$ cat src/rtl/frame_timer_pkg.sv
// frame_timer_pkg
//   Shared types and helpers for the frame timer slice.
//   - vsync_state_t : vertical-sync tracking FSM states
//   - step_lsb()    : LSB position of a channel's slice in the packed ch_step bus
package frame_timer_pkg;

  typedef enum logic [1:0] {
    WAIT_SYNC    = 2'd0,
    IN_SYNC      = 2'd1,
    WAIT_RELEASE = 2'd2
  } vsync_state_t;

  // Channel ch occupies [step_lsb(ch, step_w) +: step_w] of the packed step bus.
  function automatic int step_lsb(input int ch, input int step_w);
    return ch * step_w;
  endfunction

endpackage

$ cat src/rtl/frame_anim_channel.sv
// frame_anim_channel
//   One animation channel: programmable frame-divide period, divider,
//   tick pulse and wrapping step counter. All outputs registered.
//   Ports:
//     frame_Clk  in   clock
//     Reset      in   synchronous active-high reset
//     frame_evt  in   frame event (one cycle, aligned with the edge frame_pulse rises on)
//     pause      in   hold divider and step, suppress tick
//     wr_en      in   load wr_period and clear the divider
//     wr_period  in   new period in frames, 0 disables the channel
//     tick       out  one-cycle pulse when the period elapses
//     step       out  step counter, wraps modulo 2**STEP_W
module frame_anim_channel #(
  parameter int PER_W          = 4,
  parameter int STEP_W         = 3,
  parameter int DEFAULT_PERIOD = 4
) (
  input  logic              frame_Clk,
  input  logic              Reset,
  input  logic              frame_evt,
  input  logic              pause,
  input  logic              wr_en,
  input  logic [PER_W-1:0]  wr_period,
  output logic              tick,
  output logic [STEP_W-1:0] step
);

  localparam logic [PER_W-1:0]  PER_DEFAULT = PER_W'(DEFAULT_PERIOD);
  localparam logic [PER_W-1:0]  PER_ONE     = PER_W'(1'b1);
  localparam logic [PER_W-1:0]  PER_ZERO    = {PER_W{1'b0}};
  localparam logic [STEP_W-1:0] STEP_ONE    = STEP_W'(1'b1);

  logic [PER_W-1:0]  period_r,  period_nxt_s;
  logic [PER_W-1:0]  div_cnt_r, div_cnt_nxt_s;
  logic [STEP_W-1:0] step_r,    step_nxt_s;
  logic              tick_r,    tick_nxt_s;

  // Next-state: a config write beats a coincident frame event, so that frame never ticks.
  always_comb begin
    period_nxt_s  = period_r;
    div_cnt_nxt_s = div_cnt_r;
    step_nxt_s    = step_r;
    tick_nxt_s    = 1'b0;
    if (wr_en) begin
      period_nxt_s  = wr_period;
      div_cnt_nxt_s = PER_ZERO;
    end else if (frame_evt && !pause && (period_r != PER_ZERO)) begin
      if (div_cnt_r == (period_r - PER_ONE)) begin
        div_cnt_nxt_s = PER_ZERO;
        tick_nxt_s    = 1'b1;
        step_nxt_s    = step_r + STEP_ONE;
      end else begin
        div_cnt_nxt_s = div_cnt_r + PER_ONE;
      end
    end else begin
      div_cnt_nxt_s = div_cnt_r;
    end
  end

  // Channel state registers.
  always_ff @(posedge frame_Clk) begin
    if (Reset) begin
      period_r  <= PER_DEFAULT;
      div_cnt_r <= PER_ZERO;
      step_r    <= {STEP_W{1'b0}};
      tick_r    <= 1'b0;
    end else begin
      period_r  <= period_nxt_s;
      div_cnt_r <= div_cnt_nxt_s;
      step_r    <= step_nxt_s;
      tick_r    <= tick_nxt_s;
    end
  end

  assign tick = tick_r;
  assign step = step_r;

endmodule

$ cat src/rtl/frame_timer.sv
// frame_timer
//   Synchronises VGA VS, detects one frame per sync pulse, keeps a modulo
//   frame counter and drives NUM_CH programmable animation channels.
//   Ports:
//     frame_Clk    in   clock
//     Reset        in   synchronous active-high reset
//     VS           in   vertical sync (asynchronous)
//     pause        in   freeze FrameCount and channels; frame_pulse still fires
//     cfg_we       in   period write strobe
//     cfg_ch       in   channel index of the write (out-of-range index ignored)
//     cfg_period   in   new period in frames, 0 disables the channel
//     frame_pulse  out  one-cycle pulse per detected frame
//     FrameCount   out  frame counter, wraps after FRAME_MOD-1
//     ch_tick      out  per-channel period-elapsed pulse
//     ch_step      out  packed per-channel step counters
module frame_timer
  import frame_timer_pkg::*;
#(
  parameter int CNT_W          = 6,
  parameter int FRAME_MOD      = 64,
  parameter int NUM_CH         = 4,
  parameter int PER_W          = 4,
  parameter int STEP_W         = 3,
  parameter int DEFAULT_PERIOD = 4,
  parameter int VS_ACTIVE_LOW  = 1,
  parameter int SYNC_STAGES    = 2
) (
  input  logic                                         frame_Clk,
  input  logic                                         Reset,
  input  logic                                         VS,
  input  logic                                         pause,
  input  logic                                         cfg_we,
  input  logic [((NUM_CH > 1) ? $clog2(NUM_CH) : 1)-1:0] cfg_ch,
  input  logic [PER_W-1:0]                             cfg_period,
  output logic                                         frame_pulse,
  output logic [CNT_W-1:0]                             FrameCount,
  output logic [NUM_CH-1:0]                            ch_tick,
  output logic [NUM_CH*STEP_W-1:0]                     ch_step
);

  localparam int               CH_W     = (NUM_CH > 1) ? $clog2(NUM_CH) : 1;
  localparam logic             VS_INV   = (VS_ACTIVE_LOW != 0);
  localparam logic [CNT_W-1:0] CNT_LAST = CNT_W'(FRAME_MOD - 1);
  localparam logic [CNT_W-1:0] CNT_ONE  = CNT_W'(1'b1);

  logic [SYNC_STAGES-1:0] vs_sync_r;
  logic [SYNC_STAGES-1:0] sync_fill_r;
  logic                   vs_act_s;
  logic                   sync_ready_s;
  vsync_state_t           state_r, state_nxt_s;
  logic                   frame_evt_s;
  logic                   frame_pulse_r;
  logic [CNT_W-1:0]       frame_count_r;
  logic [NUM_CH-1:0]      wr_en_s;

  // VS synchroniser. sync_fill_r marks when the chain holds only post-reset samples;
  // until then the inactive reset fill must not be mistaken for a released VS.
  always_ff @(posedge frame_Clk) begin
    if (Reset) begin
      vs_sync_r   <= {SYNC_STAGES{VS_INV}};
      sync_fill_r <= {SYNC_STAGES{1'b0}};
    end else begin
      vs_sync_r[0]   <= VS;
      sync_fill_r[0] <= 1'b1;
      for (int k = 1; k < SYNC_STAGES; k++) begin
        vs_sync_r[k]   <= vs_sync_r[k-1];
        sync_fill_r[k] <= sync_fill_r[k-1];
      end
    end
  end

  assign vs_act_s     = vs_sync_r[SYNC_STAGES-1] ^ VS_INV;
  assign sync_ready_s = sync_fill_r[SYNC_STAGES-1];

  // FSM state register.
  always_ff @(posedge frame_Clk) begin
    if (Reset) begin
      state_r <= WAIT_RELEASE;
    end else begin
      state_r <= state_nxt_s;
    end
  end

  // FSM next state: IN_SYNC lasts one cycle, giving one frame per sync pulse.
  always_comb begin
    state_nxt_s = state_r;
    case (state_r)
      WAIT_SYNC: begin
        if (vs_act_s) begin
          state_nxt_s = IN_SYNC;
        end else begin
          state_nxt_s = WAIT_SYNC;
        end
      end
      IN_SYNC: begin
        state_nxt_s = WAIT_RELEASE;
      end
      WAIT_RELEASE: begin
        if (!vs_act_s && sync_ready_s) begin
          state_nxt_s = WAIT_SYNC;
        end else begin
          state_nxt_s = WAIT_RELEASE;
        end
      end
      default: begin
        state_nxt_s = WAIT_RELEASE;
      end
    endcase
  end

  assign frame_evt_s = (state_r == IN_SYNC);

  // Frame pulse and modulo frame counter.
  always_ff @(posedge frame_Clk) begin
    if (Reset) begin
      frame_pulse_r <= 1'b0;
      frame_count_r <= {CNT_W{1'b0}};
    end else begin
      frame_pulse_r <= frame_evt_s;
      if (frame_evt_s && !pause) begin
        if (frame_count_r == CNT_LAST) begin
          frame_count_r <= {CNT_W{1'b0}};
        end else begin
          frame_count_r <= frame_count_r + CNT_ONE;
        end
      end
    end
  end

  assign frame_pulse = frame_pulse_r;
  assign FrameCount  = frame_count_r;

  // Channel array; an index with no matching channel decodes to no write.
  genvar i;
  for (i = 0; i < NUM_CH; i++) begin : g_ch
    localparam logic [CH_W-1:0] CH_IDX = CH_W'(i);

    assign wr_en_s[i] = cfg_we && (cfg_ch == CH_IDX);

    frame_anim_channel #(
      .PER_W          (PER_W),
      .STEP_W         (STEP_W),
      .DEFAULT_PERIOD (DEFAULT_PERIOD)
    ) u_ch (
      .frame_Clk (frame_Clk),
      .Reset     (Reset),
      .frame_evt (frame_evt_s),
      .pause     (pause),
      .wr_en     (wr_en_s[i]),
      .wr_period (cfg_period),
      .tick      (ch_tick[i]),
      .step      (ch_step[step_lsb(i, STEP_W) +: STEP_W])
    );
  end

endmodule
$ cat config.mk
export PLATFORM = sky130hd
export DESIGN_NAME = frame_timer
export DESIGN_NICKNAME = d
export VERILOG_FILES = /design/src/rtl/frame_timer_pkg.sv /design/src/rtl/frame_anim_channel.sv /design/src/rtl/frame_timer.sv
export SDC_FILE = /design/constraint.sdc
export NUM_CORES = 1
export LEC_CHECK = 0
export ABC_CLOCK_PERIOD_IN_PS = 1690
export BUFFER_PORTS_ARGS = -buffer_cell sky130_fd_sc_hd__buf_2
export CAP_MARGIN = 20
export CORE_AREA = 2 2 82 84
export DETAILED_ROUTE_END_ITERATION = 7
export DIE_AREA = 0 0 84 86
export GPL_TIMING_DRIVEN = 0
export PLACE_DENSITY_LB_ADDON = 0.3
export REMOVE_ABC_BUFFERS = 1
export SKIP_CTS_REPAIR_TIMING = 1
export SLEW_MARGIN = 15
export SYNTH_ARGS = -nofsm -noshare
export SYNTH_HDL_FRONTEND = slang
export SYNTH_SLANG_ARGS = --single-unit
$ cat constraint.sdc
create_clock -name frame_Clk -period 1.69 [get_ports frame_Clk]
set_input_delay 0.338 -clock frame_Clk [delete_from_list [all_inputs] [get_ports frame_Clk]]
set_output_delay 0.338 -clock frame_Clk [all_outputs]
set_load 0.01 [all_outputs]
==> flow_summary_export.csv <==
group,metric,value,unit
clock_network,clockBufferDepth,2,
worst_setup_path,reg2reg_to,"g_ch[1].u_ch.step[2]",
yosys,ys_ff_latch,61,
timing,hold_viol_final,0,
drt,antenna_left,0,
drt,vias_per_cell,5.03,
power,switching_share,24.0,%
grt,grt_pass1_wl,9010,um
outcome,status,"complete, but fails checks",
yosys,synth_area_leaders,"dfxtp_1, mux2i_1, xnor2_1, ha_1, xor2_1",
timing,rsz0062_at_grt,"yes",
yosys,syn_area,2980,um^2
layout,finalInstanceArea,3830,um^2
drt,wirelength,5920,um
timing,period_needed,1.78,ns
floorplanning,die_area,7220,um^2
placed_design,place_area,3180,um^2
clock_network,cts_tree,"built",
floorplanning,num_rows,29,
floorplanning,num_io_pins,34,
power,power.switching,720,uW
drt,drc,0,
clock_network,ctsRootBufferMaster,"clkbuf_8",
power,p_clk_share,42.6,%
timing,setup_slack,-0.0873,ns
worst_setup_path,crit_path_end_kind,"flip-flop",
worst_setup_path,critical_path_required,1.92,ns
layout,syn_to_final_growth,28.5,%
placed_design,place_congestion,0.745,
placed_design,dp_hpwl,3720,um
drt,num_vias,2208,
run,maxCapViolations,0,
timing,fin_crit_sh,105,%
worst_setup_path,path_max_fanout,4,
clock_network,cts_buffers,9,
timing,setup_violations,4,
worst_setup_path,path_cells,"inv_2 -> ha_4 -> xor2_4 -> nand4_4 -> nor4_2 -> mux2_1",
grt,grt-ovfl-total,0,
layout,drive_gt1_share,34.0,%
worst_setup_path,cp_slowest_cell,"dfxtp_4",
clock_network,clock_sinks,61,
yosys,ys_types,41,
layout,fin_nets,381,
worst_setup_path,setup.worst_path.class,"flip-flop to flip-flop",
worst_setup_path,cp_top_family,"simple AND/OR/NAND/NOR gates",
drt,wire_per_inst,13.5,um
floorplanning,start_util,47.5,%
drt,dr.first_iter.drc_count,49,
yosys,syn_avg_cell_area,9.64,um^2
placed_design,io_buffers,33,
clock_network,clk_pin_slew_worst_paths,0.07,ns
yosys,yosys_warnings,0,
layout,layout_commonest_cell,"dfxtp_1",
grt,track_usage,15.6,%
layout,most-common-layout-cells,"dfxtp_1, nor2_1, buf_2",
clock_network,clk_latency,0.34,ns
power,power_density,783,nW/um^2
min_path,worst_hold_path_type,"primary input to flip-flop",
worst_setup_path,path_depth,6,
timing,fin_skew,0.00920,ns
floorplanning,die-width,84,um
worst_setup_path,worstRegToRegCells,6,
power,power,3.00,mW
layout,multiInputGateArea,1960,um^2
drt,drt_pass1_iterations,4,
yosys,synthCells,309,
worst_setup_path,slowest_delay,0.37,ns
grt,grt_max_degree,41,
power,irDropWorstVdd,0.645,mV
yosys,synth_top_area_share,41.0,%
timing,max_slew_margin,50.9,%
floorplanning,core-area,6280,um^2
power,pwr-share-seq,49.2,%
yosys,synth_seq_area_share,41.0,%
timing,worstMarginPinSlew,0.736,ns
timing,drv_slew,0,
yosys,synth_largest_area_cell,"dfxtp_1",
worst_setup_path,r2r_start,"g_ch[1].u_ch.period_r[0]",
worst_setup_path,start_kind,"flip-flop",
worst_setup_path,crit_end,"g_ch[1].u_ch.step[2]",
outcome,violations,"negative setup slack",
power,p_comb_share,8.2,%
layout,num-fill-cells,526,
worst_setup_path,crit_start,"g_ch[1].u_ch.period_r[0]",
floorplanning,dieHeight,86,um
worst_setup_path,crit_arrival,2.01,ns
timing,fmax,563,MHz
layout,ff_latch_area,1240,um^2
worst_setup_path,r2r_slack,-0.09,ns
worst_setup_path,cp.buffers_inverters,1,
clock_network,htree_levels,3,
layout,diodes,0,
power,p_leak,1.64,nW
power,internal-power,2.28,mW
grt,antenna_found_initial,0,
grt,grt_pass1_vias,2084,
## cell families after synthesis
logic type	Yosys count	synth area share, %
buffers and inverters	21	3.15
muxes	28	9.74
adders and majority gates	13	5.46
DFF	61	41.0
xor gates and xnor gates	37	11.3
and+or+nand+nor	134	25.9
AOI/OAI and AO/OA	15	3.40
## worst min-delay path by stage
| stage | slack (ns) | end | startpoint | depth (start not counted) |
|---|---|---|---|---|
| after CTS | 0.18 | vs_sync_r[0] | VS | 2 |
| after global placement | 0.40 | vs_sync_r[1] | vs_sync_r[0] | 1 |
| final | 0.19 | vs_sync_r[0] | VS | 2 |
| after detailed placement | 0.41 | vs_sync_r[1] | vs_sync_r[0] | 1 |
| after floorplan | 0.39 | vs_sync_r[1] | vs_sync_r[0] | 1 |
| after global routing | 0.19 | vs_sync_r[0] | VS | 2 |
## worst reg2reg max path: cells and delay by family, from the launching register on
family                   cells  cell delay (ns)
AND/OR/NAND/NOR              2             0.45
flip-flops                   1             0.37
multiplexers                 1             0.35
adder cells (fa/ha/maj)      1             0.28
XOR/XNOR                     1             0.18
buffers and inverters        1             0.05
## area by class of cell
class / instances / area share (%)
inverters: 10 / 1.08
flip-flops and latches: 61 / 32.4
repair buffers: 48 / 7.78
well taps: 77 / 2.52
clock inverters: 4 / 1.24
multi-input cells: 227 / 51.2
clock buffers: 12 / 3.79
## synth_stat cells (all sizes together)
library cell  instances
nor3b                 3
buf                   5
or2                   2
mux2                  8
o311ai                2
nand3                11
nand2                27
clkinv                1
a211o                 1
nor2b                 9
nand2b                3
o21a                  1
xnor3                 1
nor4b                 3
o21ai                 2
nand3b                2
mux2i                20
xor2                 17
o31ai                 3
dfxtp                61
a21oi                 5
nor2                 37
nand4                 6
clkbuf                6
inv                   9
and2                  9
a31oi                 1
and3                  5
xnor2                19
nor3                  7
nor4                  7
ha                   13
or3b                  3
## power by group through the flow
stage	Clock (mW)	Sequential, mW	Combinational [mW]
6_report	1.28	1.48	0.245
2_1_floorplan	0	1.50	0.119
5_1_grt	1.37	1.48	0.269
3_3_place_gp	0	1.51	0.171
3_5_place_dp	0	1.51	0.176
4_1_cts	1.30	1.47	0.177
## registers in the layout (all words and copies together), names as in the netlist
| signal | flops |
|---|---|
| FrameCount | 6 |
| frame_pulse | 1 |
| g_ch.u_ch.div_cnt_r | 16 |
| g_ch.u_ch.period_r | 16 |
| g_ch.u_ch.step | 12 |
| g_ch.u_ch.tick | 4 |
| state_r | 2 |
| sync_fill_r | 2 |
| vs_sync_r | 2 |
## per-layer routing
metal / track usage (%) / vias to the layer above / share of wire, %
met3: 4.52 / 11 / 5.0
li1: - / 1145 / -
met1: 18.9 / 1017 / 45
met4: 7.48 / 0 / 2.0
met5: 0 / - / 0
met2: 25.5 / 35 / 48
## stage by stage
step	hold slack (ns)	util [%]	setup slack [ns]	setup TNS (ns)	std cells
after global placement	0.399	50.7	-0.730	-21.43	408
final	0.185	61.0	-0.0873	-0.237	439
after global routing	0.193	61.0	-0.175	-1.43	439
after detailed placement	0.405	50.7	-0.736	-22.25	408
after CTS	0.180	53.8	-0.680	-17.93	424
after floorplan	0.389	-	-0.254	-3.30	298
No activity file was read; power rests on OpenSTA's default activity.
